## config.mk

```make
export PLATFORM = sky130hd
export DESIGN_NAME = kernel_ctrl_s_axi_gen
export DESIGN_NICKNAME = d
export VERILOG_FILES = /design/src/rtl/kernel_ctrl_s_axi_gen.sv
export SDC_FILE = /design/constraint.sdc
export NUM_CORES = 1
export LEC_CHECK = 0
export ABC_AREA = 1
export BUFFER_PORTS_ARGS = -buffer_cell sky130_fd_sc_hd__buf_2
export CORE_ASPECT_RATIO = 1.25
export CORE_UTILIZATION = 52
export DETAILED_ROUTE_END_ITERATION = 12
export GPL_ROUTABILITY_DRIVEN = 0
export PLACE_DENSITY = 0.79
export RECOVER_POWER = 100
export SKIP_CTS_REPAIR_TIMING = 1
export SLEW_MARGIN = 15
export SYNTH_ARGS = -nofsm -noshare
export SYNTH_HDL_FRONTEND = slang
export SYNTH_SLANG_ARGS = --single-unit
```

## constraint.sdc

```tcl
create_clock -name aclk -period 2.3 [get_ports aclk]
set_input_delay 0.345 -clock aclk [delete_from_list [all_inputs] [get_ports aclk]]
set_output_delay 0.345 -clock aclk [all_outputs]
set_load 0.005 [all_outputs]
```

## src/rtl/kernel_ctrl_s_axi_gen.sv

```systemverilog
// AXI4-Lite control slave: ap_ctrl block handshake, done/ready interrupts and a bank of 64-bit kernel arguments.
// Optional feature macro: KERNEL_CTRL_AUTO_RESTART_EN (implements AP_CTRL bit7 auto_restart).
module kernel_ctrl_s_axi_gen #(
  parameter int C_ADDR_WIDTH = 12,
  parameter int C_DATA_WIDTH = 32,
  parameter int C_NUM_ARGS   = 5
) (
  input  logic                      aclk,
  input  logic                      areset,
  input  logic                      aclk_en,
  input  logic                      awvalid,
  output logic                      awready,
  input  logic [C_ADDR_WIDTH-1:0]   awaddr,
  input  logic                      wvalid,
  output logic                      wready,
  input  logic [C_DATA_WIDTH-1:0]   wdata,
  input  logic [C_DATA_WIDTH/8-1:0] wstrb,
  output logic                      bvalid,
  input  logic                      bready,
  output logic [1:0]                bresp,
  input  logic                      arvalid,
  output logic                      arready,
  input  logic [C_ADDR_WIDTH-1:0]   araddr,
  output logic                      rvalid,
  input  logic                      rready,
  output logic [C_DATA_WIDTH-1:0]   rdata,
  output logic [1:0]                rresp,
  output logic                      interrupt,
  output logic                      ap_start,
  input  logic                      ap_idle,
  input  logic                      ap_done,
  input  logic                      ap_ready,
  output logic [64*C_NUM_ARGS-1:0]  args
);
  localparam int WW = C_ADDR_WIDTH - 2;
  localparam int WE = WW + 1;
  localparam logic [WW:0] W_END = WE'(4 + 2 * C_NUM_ARGS);

  localparam logic [1:0] WRIDLE  = 2'd0;
  localparam logic [1:0] WRDATA  = 2'd1;
  localparam logic [1:0] WRRESP  = 2'd2;
  localparam logic [1:0] WRRESET = 2'd3;
  localparam logic [1:0] RDIDLE  = 2'd0;
  localparam logic [1:0] RDDATA  = 2'd1;
  localparam logic [1:0] RDRESET = 2'd2;

  logic [1:0]              wstate_q, wstate_d, rstate_q, rstate_d;
  logic [WW-1:0]           waddr_q, rword;
  logic [1:0]              bresp_q, rresp_q;
  logic [C_DATA_WIDTH-1:0] rdata_q, rmux;
  logic                    start_q, start_d, done_q, done_d, auto_q, auto_d, gie_q, gie_d;
  logic [1:0]              ier_q, ier_d, isr_q, isr_d;
  logic [63:0]             args_q [C_NUM_ARGS];
  logic [63:0]             args_d [C_NUM_ARGS];
  logic                    aw_hs, w_hs, ar_hs, wr_ctrl_en, rd_ctrl;
  logic                    unused_addr_lsbs;

  // Everything from 0x000 up to the last argument word is mapped; the rest answers SLVERR.
  function automatic logic is_mapped(input logic [WW-1:0] w);
    return {1'b0, w} < W_END;
  endfunction

  assign rword            = araddr[C_ADDR_WIDTH-1:2];
  assign unused_addr_lsbs = &{1'b0, awaddr[1:0], araddr[1:0]};
  assign aw_hs            = awvalid & awready;
  assign w_hs             = wvalid & wready;
  assign ar_hs            = arvalid & arready;
  assign wr_ctrl_en       = w_hs && wstrb[0] && (waddr_q == '0);
  assign rd_ctrl          = ar_hs && (rword == '0);

  always_comb begin
    wstate_d = wstate_q;
    case (wstate_q)
      WRIDLE:  if (awvalid) wstate_d = WRDATA;
      WRDATA:  if (wvalid)  wstate_d = WRRESP;
      WRRESP:  if (bready)  wstate_d = WRIDLE;
      default: wstate_d = WRIDLE;
    endcase
  end

  always_comb begin
    rstate_d = rstate_q;
    case (rstate_q)
      RDIDLE:  if (arvalid) rstate_d = RDDATA;
      RDDATA:  if (rready)  rstate_d = RDIDLE;
      default: rstate_d = RDIDLE;
    endcase
  end

  // Register next-state: kernel events first, host writes override where they must win.
  always_comb begin
    start_d = start_q;
    auto_d  = auto_q;
    done_d  = done_q;
    gie_d   = gie_q;
    ier_d   = ier_q;
    isr_d   = isr_q;
    args_d  = args_q;
    if (ap_ready && !auto_q) start_d = 1'b0;
    if (wr_ctrl_en && wdata[0]) start_d = 1'b1;
`ifdef KERNEL_CTRL_AUTO_RESTART_EN
    if (wr_ctrl_en) auto_d = wdata[7];
`endif
    if (rd_ctrl) done_d = 1'b0;
    if (ap_done) done_d = 1'b1;
    if (w_hs && wstrb[0] && waddr_q == WW'(1)) gie_d = wdata[0];
    if (w_hs && wstrb[0] && waddr_q == WW'(2)) ier_d = wdata[1:0];
    if (w_hs && wstrb[0] && waddr_q == WW'(3)) isr_d = isr_q ^ wdata[1:0];
    isr_d = isr_d | (ier_q & {ap_ready, ap_done});
    for (int i = 0; i < C_NUM_ARGS; i++) begin
      for (int b = 0; b < 4; b++) begin
        if (w_hs && wstrb[b] && waddr_q == WW'(4 + 2 * i)) args_d[i][8*b +: 8] = wdata[8*b +: 8];
        if (w_hs && wstrb[b] && waddr_q == WW'(5 + 2 * i)) args_d[i][32+8*b +: 8] = wdata[8*b +: 8];
      end
    end
  end

  always_comb begin
    rmux = '0;
    if (rword == WW'(0)) rmux = C_DATA_WIDTH'({auto_q, 3'b000, ap_ready, ap_idle, done_q, start_q});
    if (rword == WW'(1)) rmux = C_DATA_WIDTH'(gie_q);
    if (rword == WW'(2)) rmux = C_DATA_WIDTH'(ier_q);
    if (rword == WW'(3)) rmux = C_DATA_WIDTH'(isr_q);
    for (int i = 0; i < C_NUM_ARGS; i++) begin
      if (rword == WW'(4 + 2 * i)) rmux = C_DATA_WIDTH'(args_q[i][31:0]);
      if (rword == WW'(5 + 2 * i)) rmux = C_DATA_WIDTH'(args_q[i][63:32]);
    end
  end

  always_ff @(posedge aclk) begin
    if (areset) begin
      wstate_q <= WRRESET;
      rstate_q <= RDRESET;
      bresp_q  <= '0;
      rresp_q  <= '0;
      rdata_q  <= '0;
      start_q  <= 1'b0;
      done_q   <= 1'b0;
      auto_q   <= 1'b0;
      gie_q    <= 1'b0;
      ier_q    <= '0;
      isr_q    <= '0;
      for (int i = 0; i < C_NUM_ARGS; i++) args_q[i] <= '0;
    end else if (aclk_en) begin
      wstate_q <= wstate_d;
      rstate_q <= rstate_d;
      if (w_hs) bresp_q <= is_mapped(waddr_q) ? 2'b00 : 2'b10;
      if (ar_hs) begin
        rdata_q <= rmux;
        rresp_q <= is_mapped(rword) ? 2'b00 : 2'b10;
      end
      start_q <= start_d;
      done_q  <= done_d;
      auto_q  <= auto_d;
      gie_q   <= gie_d;
      ier_q   <= ier_d;
      isr_q   <= isr_d;
      args_q  <= args_d;
    end
  end

  always_ff @(posedge aclk) begin
    if (aclk_en && aw_hs) waddr_q <= awaddr[C_ADDR_WIDTH-1:2];
  end

  assign awready   = (wstate_q == WRIDLE);
  assign wready    = (wstate_q == WRDATA);
  assign bvalid    = (wstate_q == WRRESP);
  assign bresp     = bresp_q;
  assign arready   = (rstate_q == RDIDLE);
  assign rvalid    = (rstate_q == RDDATA);
  assign rdata     = rdata_q;
  assign rresp     = rresp_q;
  assign ap_start  = start_q;
  assign interrupt = gie_q & (|isr_q);

  for (genvar g = 0; g < C_NUM_ARGS; g++) begin : g_args
    assign args[64*g +: 64] = args_q[g];
  end
endmodule

```

==> results of run 1 <==
synthesized netlist by cell type:
library cell  instances  area [um^2]
a211oi_1             89          668
a211oi_2              1         12.5
a21oi_1             351         1760
buf_2                28          140
buf_4                20          150
clkbuf_1             73          274
clkinv_1              2         7.51
conb_1                1         3.75
dfxtp_1             365         7310
edfxtp_1             10          300
inv_1               186          698
inv_2                10         37.5
inv_4                 2         12.5
nand2_1             262          983
nand2_2               5         31.3
nand2_4               4         45.0
nand3_1              53          265
nand3_2               1         10.0
nand4_1              46          288
nor2_1              197          739
nor2_2               17          106
nor2_4               18          203
nor2_8                2         40.0
nor3_1                6         30.0
nor3_2                2         20.0
nor3_4                1         16.3
nor4_1                3         18.8
nor4_2                5         62.6
nor4_4                2         42.5
o21a_1                1         7.51
o21ai_0             261         1310
o21ai_1               4         20.0
o221ai_1              1         8.76
o22ai_1               2         12.5
xor2_1                1         8.76
where the power goes:
| part | internal, mW | total, mW | switching (mW) |
|---|---|---|---|
| combinational | 0.120 | 0.464 | 0.344 |
| sequential | 6.53 | 6.54 | 0.00947 |
| clock | 3.76 | 6.37 | 2.61 |
| total | 10.4 | 13.4 | 2.96 |
cell type report:
class,instances,area [um^2]
Fill cell,2557,9690
Sequential cell,375,7610
Multi-Input combinational cell,1338,6780
Timing Repair Buffer,519,2830
Clock buffer,48,1040
Inverter,200,756
Tap cell,396,495
Clock inverter,18,229
logic make-up (layout without fill, tap and decap cells):
group           after synthesis  after routing  share of synthesized area, %
simple gates                624            625                          18.6
compound gates              710            710                          24.3
buf+inv                     321            785                          8.44
flops                       375            375                          48.7
other cells                   1              2                        0.0240
xor+xnor                      1              1                        0.0560
registers in the layout, summed over array words and instances (netlist names), 2 cells and up:
signal	flops
ier_q	2
rdata	32
rstate_q	2
args	320
isr_q	2
waddr_q	10
wstate_q	2
routing by layer:
layer	wire, um	GRT usage, %	vias up
met2	26900	58.7	1075
met1	21600	44.8	7747
met4	3330	21.5	0
met3	5980	7.44	197
li1	-	-	7749
met5	0	0	-
stage by stage:
stage | hold slack [ps] | area [um^2] | utilization, %
finish | 16.9 | 19700 | 67.1
global route | 0.439 | 19700 | 67.1
detailed placement | 452 | 18500 | 62.7
floorplan | 444 | 15600 | -
CTS | -20.4 | 19700 | 67.0
global placement | 446 | 18500 | 62.7
final timing paths:
path                     startpoint                     end  cells after the start
max                       araddr[7]   rdata[9]$_SDFFE_PP0P_                     12
min reg2reg  rdata[22]$_SDFFE_PP0P_  rdata[22]$_SDFFE_PP0P_                      2
min                       awaddr[4]    waddr_q[2]$_DFFE_PP_                      1
max reg2reg    waddr_q[9]$_DFFE_PP_   args[42]$_SDFFE_PP0P_                      7
worst max-delay path, cell delays in order:
cell	delay, ps
buf_2	100
nor2_1	120
nand2_1	160
buf_4	230
nor2_1	290
inv_1	110
nor2_2	130
clkbuf_2	610
a21oi_1	210
nand3_1	180
nand2_1	80
a21oi_1	160
==> flow_metrics.py, run 1 <==
metrics = {
    "critical_path": {
        "worstPathMaxFanout": 20,
        "cp-start-kind": "primary input",
        "cp.required_ps": 2750,
        "crit_type": "primary input to register",
        "critPathCaptureType": "register",
        "crit_arrival_ps": 2740,
        "r2r_slack_ps": 110,
    },
    "sta": {
        "slew_viol_final": 0,
        "finalSetupTns_ps": 0,
        "period_needed_ps": 2280,
        "period_share_pct": 99.2,
        "hold_violations": 0,
        "skew_ps": 14.5,
        "fmax_mhz": 438,
        "rsz0062_at_grt": "yes",
        "max_slew_margin_pct": 50.0,
        "setup_viol": 0,
        "layout_setup_ws_ps": 17.3,
        "worstMarginPinSlew_ps": 750,
    },
    "routing": {
        "drc": 0,
        "totalWireLength_um": 57800,
        "antenna_left": 0,
        "firstDrtPassIters": 5,
        "wl_per_cell_um": 20.0,
        "drtIter0Drc": 1462,
        "vias": 16800,
        "viasPerCell": 5.79,
    },
    "cells_and_area": {
        "layout_commonest_cell": "dfxtp_1",
        "fin_cells": 2894,
        "n_antenna_cell": 0,
        "syn2layout_area_growth_pct": 26.3,
        "finalNetCount": 2542,
        "final_cell_mix": "365 x dfxtp_1, 351 x a21oi_1, 261 x nand2_1, 261 x o21ai_0, 219 x buf_2",
        "drive_gt1_share_pct": 17.5,
    },
    "placement": {
        "dp_hpwl_um": 40200,
        "pre_cts_slack_ps": 52.1,
        "placed_cells": 2801,
        "port-buffer-count": 427,
    },
    "cts": {
        "clock-sinks": 375,
        "cts_buffer_depth": 3,
        "cts_tree": "done",
        "clk_latency_ps": 540,
        "htreeDepth": 2,
        "clkTransAtPathRegs_ps": 60,
        "cts_buffers": 37,
        "cts_root_buffer": "clkbuf_16",
    },
    "die": {
        "dieWidth_um": 157,
        "dieArea_um2": 30800,
        "start_util_pct": 53.1,
        "die_h_um": 196,
        "io_pins": 434,
        "core_um2": 29400,
        "fp-row-count": 70,
    },
    "global_route": {
        "grt_use_total_pct": 36.4,
        "grt_max_degree": 128,
        "grt_pass1_vias": 15300,
        "antenna_found_initial": 0,
        "grt_pass1_wl_um": 85800,
        "grt_overflow_total": 0,
    },
    "synth": {
        "ys_seq_area_share_pct": 48.7,
        "yosysUniqueCellTypes": 35,
        "synth_cells": 2032,
        "yosysWarnings": 0,
        "syn-cell-area_um2": 15600,
        "synth-seq-cells": 375,
        "syn_area_per_cell_um2": 7.69,
    },
    "outcome": {
        "status": "finished clean",
    },
    "hold_path": {
        "hold_path.class": "primary input to register",
    },
    "flow_run": {
        "maxCapViolations": 0,
    },
    "power_and_ir_drop": {
        "power_mw": 13.4,
        "vdd_drop_max_uv": 609,
        "p_per_area_nw_per_um2": 678,
        "power_leakage_nw": 7.76,
    },
}
No activity file was read; power rests on OpenSTA's default activity.
==> run 2: changes to the inputs <==
- BUFFER_PORTS_ARGS: -buffer_cell sky130_fd_sc_hd__buf_2 -> -buffer_cell sky130_fd_sc_hd__buf_4
==> run 2 against run 1 <==
  * Total power increased by 0.57%
  * Cell count decreased by 0.31%
  * Sequential power about the same
  * Clock power increased by 0.6%
  * Combinational power increased by 8.6%
  * Final area increased by 3.9%
  * Setup slack improved by 100 ps
  * Sequential share of layout area decreased by 1.5 points
  * Die area unchanged
  * Count of clock-buffer cells in the layout increased by 3
  * Clock skew decreased by 0.58 ps
==> flow_metrics.py, run 2 (same netlist as run 1, synthesis figures left out) <==
metrics = {
    "sta": {
        "max_slew_margin_pct": 55.8,
        "setup_viol": 0,
        "finalSetupTns_ps": 0,
        "slew_viol_final": 0,
        "skew_ps": 13.9,
        "worstMarginPinSlew_ps": 663,
        "period_share_pct": 94.8,
        "fmax_mhz": 459,
        "hold_violations": 0,
        "rsz0062_at_grt": "no",
        "period_needed_ps": 2180,
    },
    "critical_path": {
        "r2r_slack_ps": 120,
        "path_cells": "inv_2 > nor4_4 > nand2_2 > nor2_2 > clkbuf_2 > o21ai_0 > a21oi_1",
        "path_depth": 7,
        "crit_arrival_ps": 2630,
        "cp-start-kind": "register",
        "critPathLaunch": "waddr_q[1]$_DFFE_PP_",
        "cp.buffers_inverters": 2,
        "critPathCaptureType": "register",
        "cp_slowest_cell": "edfxtp_1",
        "cp.required_ps": 2750,
        "timing.rr.start": "waddr_q[1]$_DFFE_PP_",
        "rr_worst_depth": 7,
        "max_stage_delay_ps": 560,
        "endpoint": "args[127]$_SDFFE_PP0P_",
        "r2r-end": "args[127]$_SDFFE_PP0P_",
        "crit_type": "register to register",
        "worstPathMaxFanout": 16,
        "cp_top_family": "simple AND/OR/NAND/NOR gates",
    },
    "routing": {
        "firstDrtPassIters": 8,
        "totalWireLength_um": 58100,
        "drc": 0,
        "antenna_left": 0,
        "viasPerCell": 5.74,
        "wl_per_cell_um": 20.1,
        "drtIter0Drc": 1424,
        "vias": 16600,
    },
    "cts": {
        "clk_latency_ps": 530,
        "cts_tree": "done",
        "clock-sinks": 375,
        "cts_root_buffer": "clkbuf_16",
        "cts_buffers": 38,
        "htreeDepth": 2,
        "clkTransAtPathRegs_ps": 60,
        "cts_buffer_depth": 3,
    },
    "die": {
        "io_pins": 434,
        "dieWidth_um": 157,
        "dieArea_um2": 30800,
        "start_util_pct": 53.1,
        "fp-row-count": 70,
        "core_um2": 29400,
        "die_h_um": 196,
    },
    "cells_and_area": {
        "layout_commonest_cell": "dfxtp_1",
        "finalNetCount": 2531,
        "largest_reg_flops": 320,
        "seq_area_um2": 7610,
        "syn2layout_area_growth_pct": 31.2,
        "drive_gt1_share_pct": 20.9,
        "multiInputGateArea_um2": 6720,
        "final_cell_mix": "365 x dfxtp_1, 351 x a21oi_1, 268 x clkbuf_4, 262 x nand2_1, 261 x o21ai_0",
        "n_antenna_cell": 0,
        "fill_cells": 2488,
    },
    "power_and_ir_drop": {
        "power_mw": 13.5,
        "p_per_area_nw_per_um2": 656,
        "vdd_drop_max_uv": 500,
        "power_leakage_nw": 8.02,
    },
    "outcome": {
        "status": "finished clean",
    },
    "placement": {
        "dp_hpwl_um": 41100,
        "port-buffer-count": 427,
    },
    "global_route": {
        "antenna_found_initial": 0,
        "grt_pass1_wl_um": 86600,
        "grt_max_degree": 128,
        "grt_pass1_vias": 15400,
        "grt_use_total_pct": 36.7,
        "grt_overflow_total": 0,
    },
    "hold_path": {
        "hold_path.class": "primary input to register",
    },
    "flow_run": {
        "maxCapViolations": 0,
    },
}
==> run 2: cell count changes in the layout (fill, tap and decap cells not counted), moves of 9 or more <==
cell,previous run,this run
buf_4,54,90
clkbuf_1,210,112
clkbuf_4,1,268
clkbuf_2,5,14
buf_2,219,1
nor2_1,197,207
==> run 2: metrics by stage <==
step           utilization, %  cell area [um^2]  worst slack, ps  hold WS [ps]  cells
2_1_floorplan               -             15600              449           444   2033
4_1_cts                  70.8             20800              129         -7.81   2871
5_1_grt                  69.7             20500             7.42          25.0   2885
3_5_place_dp             66.3             19500             67.9           450   2802
3_3_place_gp             66.3             19500              114           452   2802
6_report                 69.7             20500              119          30.7   2885
==> run 2: area by class of cell <==
class	instances	share of cell area, %
clock buffers	51	5.52
multi-input cells	1337	32.8
well taps	396	2.41
flip-flops and latches	375	37.1
inverters	200	3.70
repair buffers	508	17.7
clock inverters	18	0.835
==> run 2: worst register-to-register path, delay by kind of cell, from the launching register on <==
kind                   cells  cell delay (ps)
DFF                        1              560
AOI/OAI and AO/OA          2              280
and+or+nand+nor            3              810
buffers and inverters      2              460
==> run 2: how the worst min path moves through the flow <==
| stage | cells past startpoint | slack, ps | startpoint | to |
|---|---|---|---|---|
| 4_1_cts | 1 | -8 | awaddr[7] | waddr_q[5]$_DFFE_PP_ |
| 6_report | 1 | 30 | awaddr[9] | waddr_q[7]$_DFFE_PP_ |
| 2_1_floorplan | 0 | 440 | awaddr[2] | waddr_q[0]$_DFFE_PP_ |
| 3_3_place_gp | 2 | 450 | args[284]$_SDFFE_PP0P_ | args[284]$_SDFFE_PP0P_ |
| 5_1_grt | 1 | 30 | awaddr[9] | waddr_q[7]$_DFFE_PP_ |
| 3_5_place_dp | 2 | 450 | args[274]$_SDFFE_PP0P_ | args[274]$_SDFFE_PP0P_ |
==> run 2: power breakdown <==
group | switching (mW) | internal [mW] | total [mW]
Combinational | 0.344 | 0.160 | 0.504
Clock | 2.60 | 3.80 | 6.41
Sequential | 0.00999 | 6.53 | 6.54
==> run 2: metal layers <==
layer	GRT usage (%)	wire length (um)	vias to the layer above
li1	-	-	7736
met3	6.58	5440	224
met1	44.5	21800	7586
met4	22.0	3690	0
met5	0	0	-
met2	60.3	27200	1012
==> run 3: changes to the inputs <==
- CORE_ASPECT_RATIO: 1.25 -> default
- CORE_UTILIZATION: 52 -> 57
- PLACE_DENSITY: 0.79 -> 0.86
- clock period: 2.3 -> 2.8 ns (I/O delays scaled with it)
==> run 3 against run 2 <==
  * Clock skew fell by 2.9 ps
  * Total power decreased by 18%
  * Highest routed layer unchanged
  * Non-clock buffer count down 35
  * Flip-flop and latch count is the same
  * Global-route usage up 3.9 points
  * Final area down 3.0%
  * Register-to-register slack improved by 150 ps
  * Die area shrank 8.7%
  * Worst hold slack better by 60 ps
  * Largest cell class unchanged
==> flow_metrics.py, run 3 (same netlist as run 1, synthesis figures left out) <==
metrics = {
    "outcome": {
        "status": "finished clean",
    },
    "cts": {
        "cts_buffers": 39,
        "cts_tree": "done",
        "clk_latency_ps": 530,
        "cts_root_buffer": "clkbuf_16",
        "clkTransAtPathRegs_ps": 60,
        "cts_buffer_depth": 3,
        "clock-sinks": 375,
        "htreeDepth": 2,
    },
    "cells_and_area": {
        "layout_commonest_cell": "dfxtp_1",
        "fill_cells": 2088,
        "multiInputGateArea_um2": 6640,
        "seq_area_um2": 7610,
        "drive_gt1_share_pct": 19.6,
        "syn2layout_area_growth_pct": 27.2,
        "largest_reg_flops": 320,
        "n_antenna_cell": 0,
        "final_cell_mix": "365 x dfxtp_1, 351 x a21oi_1, 265 x clkbuf_4, 264 x nand2_1, 261 x o21ai_0",
        "fin_cells": 2795,
        "finalNetCount": 2497,
    },
    "global_route": {
        "grt_use_total_pct": 40.5,
        "grt_pass1_wl_um": 89200,
        "antenna_found_initial": 0,
        "grt_pass1_vias": 15700,
        "grt_overflow_total": 0,
        "grt_max_degree": 128,
    },
    "critical_path": {
        "critPathLaunch": "araddr[9]",
        "crit_type": "primary input to register",
        "timing.rr.start": "waddr_q[1]$_DFFE_PP_",
        "crit_arrival_ps": 3020,
        "worstPathMaxFanout": 11,
        "critPathCaptureType": "register",
        "cp-start-kind": "primary input",
        "cp.required_ps": 3240,
    },
    "routing": {
        "vias": 17000,
        "wl_per_cell_um": 20.9,
        "viasPerCell": 6.09,
        "drtIter0Drc": 2236,
        "firstDrtPassIters": 6,
        "totalWireLength_um": 58300,
        "drc": 0,
        "antenna_left": 0,
    },
    "placement": {
        "dp_hpwl_um": 40900,
        "placed_cells": 2726,
        "port-buffer-count": 427,
        "pre_cts_slack_ps": 238,
    },
    "sta": {
        "period_needed_ps": 2580,
        "layout_setup_ws_ps": 219,
        "finalSetupTns_ps": 0,
        "rsz0062_at_grt": "no",
        "setup_viol": 0,
        "worstMarginPinSlew_ps": 1070,
        "skew_ps": 11.0,
        "slew_viol_final": 0,
        "max_slew_margin_pct": 28.7,
        "hold_violations": 0,
        "period_share_pct": 92.2,
        "fmax_mhz": 387,
    },
    "hold_path": {
        "worst_hold_startpoint": "awaddr[9]",
        "hold_path.class": "primary input to register",
    },
    "die": {
        "dieArea_um2": 28100,
        "io_pins": 434,
        "core_um2": 27000,
        "start_util_pct": 58.0,
        "fp-row-count": 60,
        "dieWidth_um": 168,
        "die_h_um": 168,
    },
    "power_and_ir_drop": {
        "p_per_area_nw_per_um2": 553,
        "vdd_drop_max_uv": 394,
        "power_leakage_nw": 7.79,
    },
    "flow_run": {
        "maxCapViolations": 0,
    },
}
run 3: changes by cell type in the layout (fill, tap and decap cells not counted), sizes merged:
cell         before  now
dlygate4sd3       6    0
bufinv            3    2
inv             198  199
clkinv           15   12
clkbuf          442  440
buf             111   89
clkinvlp          2    0
run 3: metal layers:
metal  vias up  global-route usage (%)  wire length (um)
met4         0                    21.2              3220
met3       255                    9.45              7200
li1       7656                       -                 -
met1      7804                    50.9             21300
met2      1313                    64.9             26600
met5         -                       0                 0
run 3: final timing paths:
kind	to	slack, ps	depth (start not counted)
max	rdata[21]$_SDFFE_PP0P_	220	12
min	waddr_q[7]$_DFFE_PP_	90	1
max reg2reg	args[116]$_SDFFE_PP0P_	270	7
min reg2reg	rdata[12]$_SDFFE_PP0P_	460	2
run 3: cell type report:
type	instances	share of cell area, %
clock buffer	56	5.84
clock inverter	13	0.585
inverter	200	3.81
multi-input combinational	1337	33.4
sequential	375	38.2
tap	341	2.14
timing repair buffer	473	16.0
run 3: stage by stage:
step	utilization, %	power, mW	hold WS (ps)	cell area (um^2)
final	73.8	11.0	90.9	19900
after global routing	73.8	11.2	83.0	19900
after CTS	75.9	11.0	58.1	20500
after detailed placement	71.2	5.88	455	19200
after global placement	71.2	5.87	452	19200
after floorplan	-	5.69	450	15600
run 3: where the power goes:
| part | switching (mW) | total (mW) | internal (mW) | leakage [nW] |
|---|---|---|---|---|
| Combinational | 0.287 | 0.403 | 0.116 | 4.12 |
| Clock | 2.15 | 5.22 | 3.07 | 0.643 |
| Sequential | 0.00781 | 5.37 | 5.37 | 3.03 |
run 3: worst max-delay path: stages:
cell and delay, ps:
clkbuf_4 110, nor2_1 240, nand2_1 210, clkbuf_2 280, nor2_1 430, inv_1 100
nor2_2 120, clkbuf_1 630, a21oi_1 150, nand3_1 130, nand2_1 50, a21oi_1 130
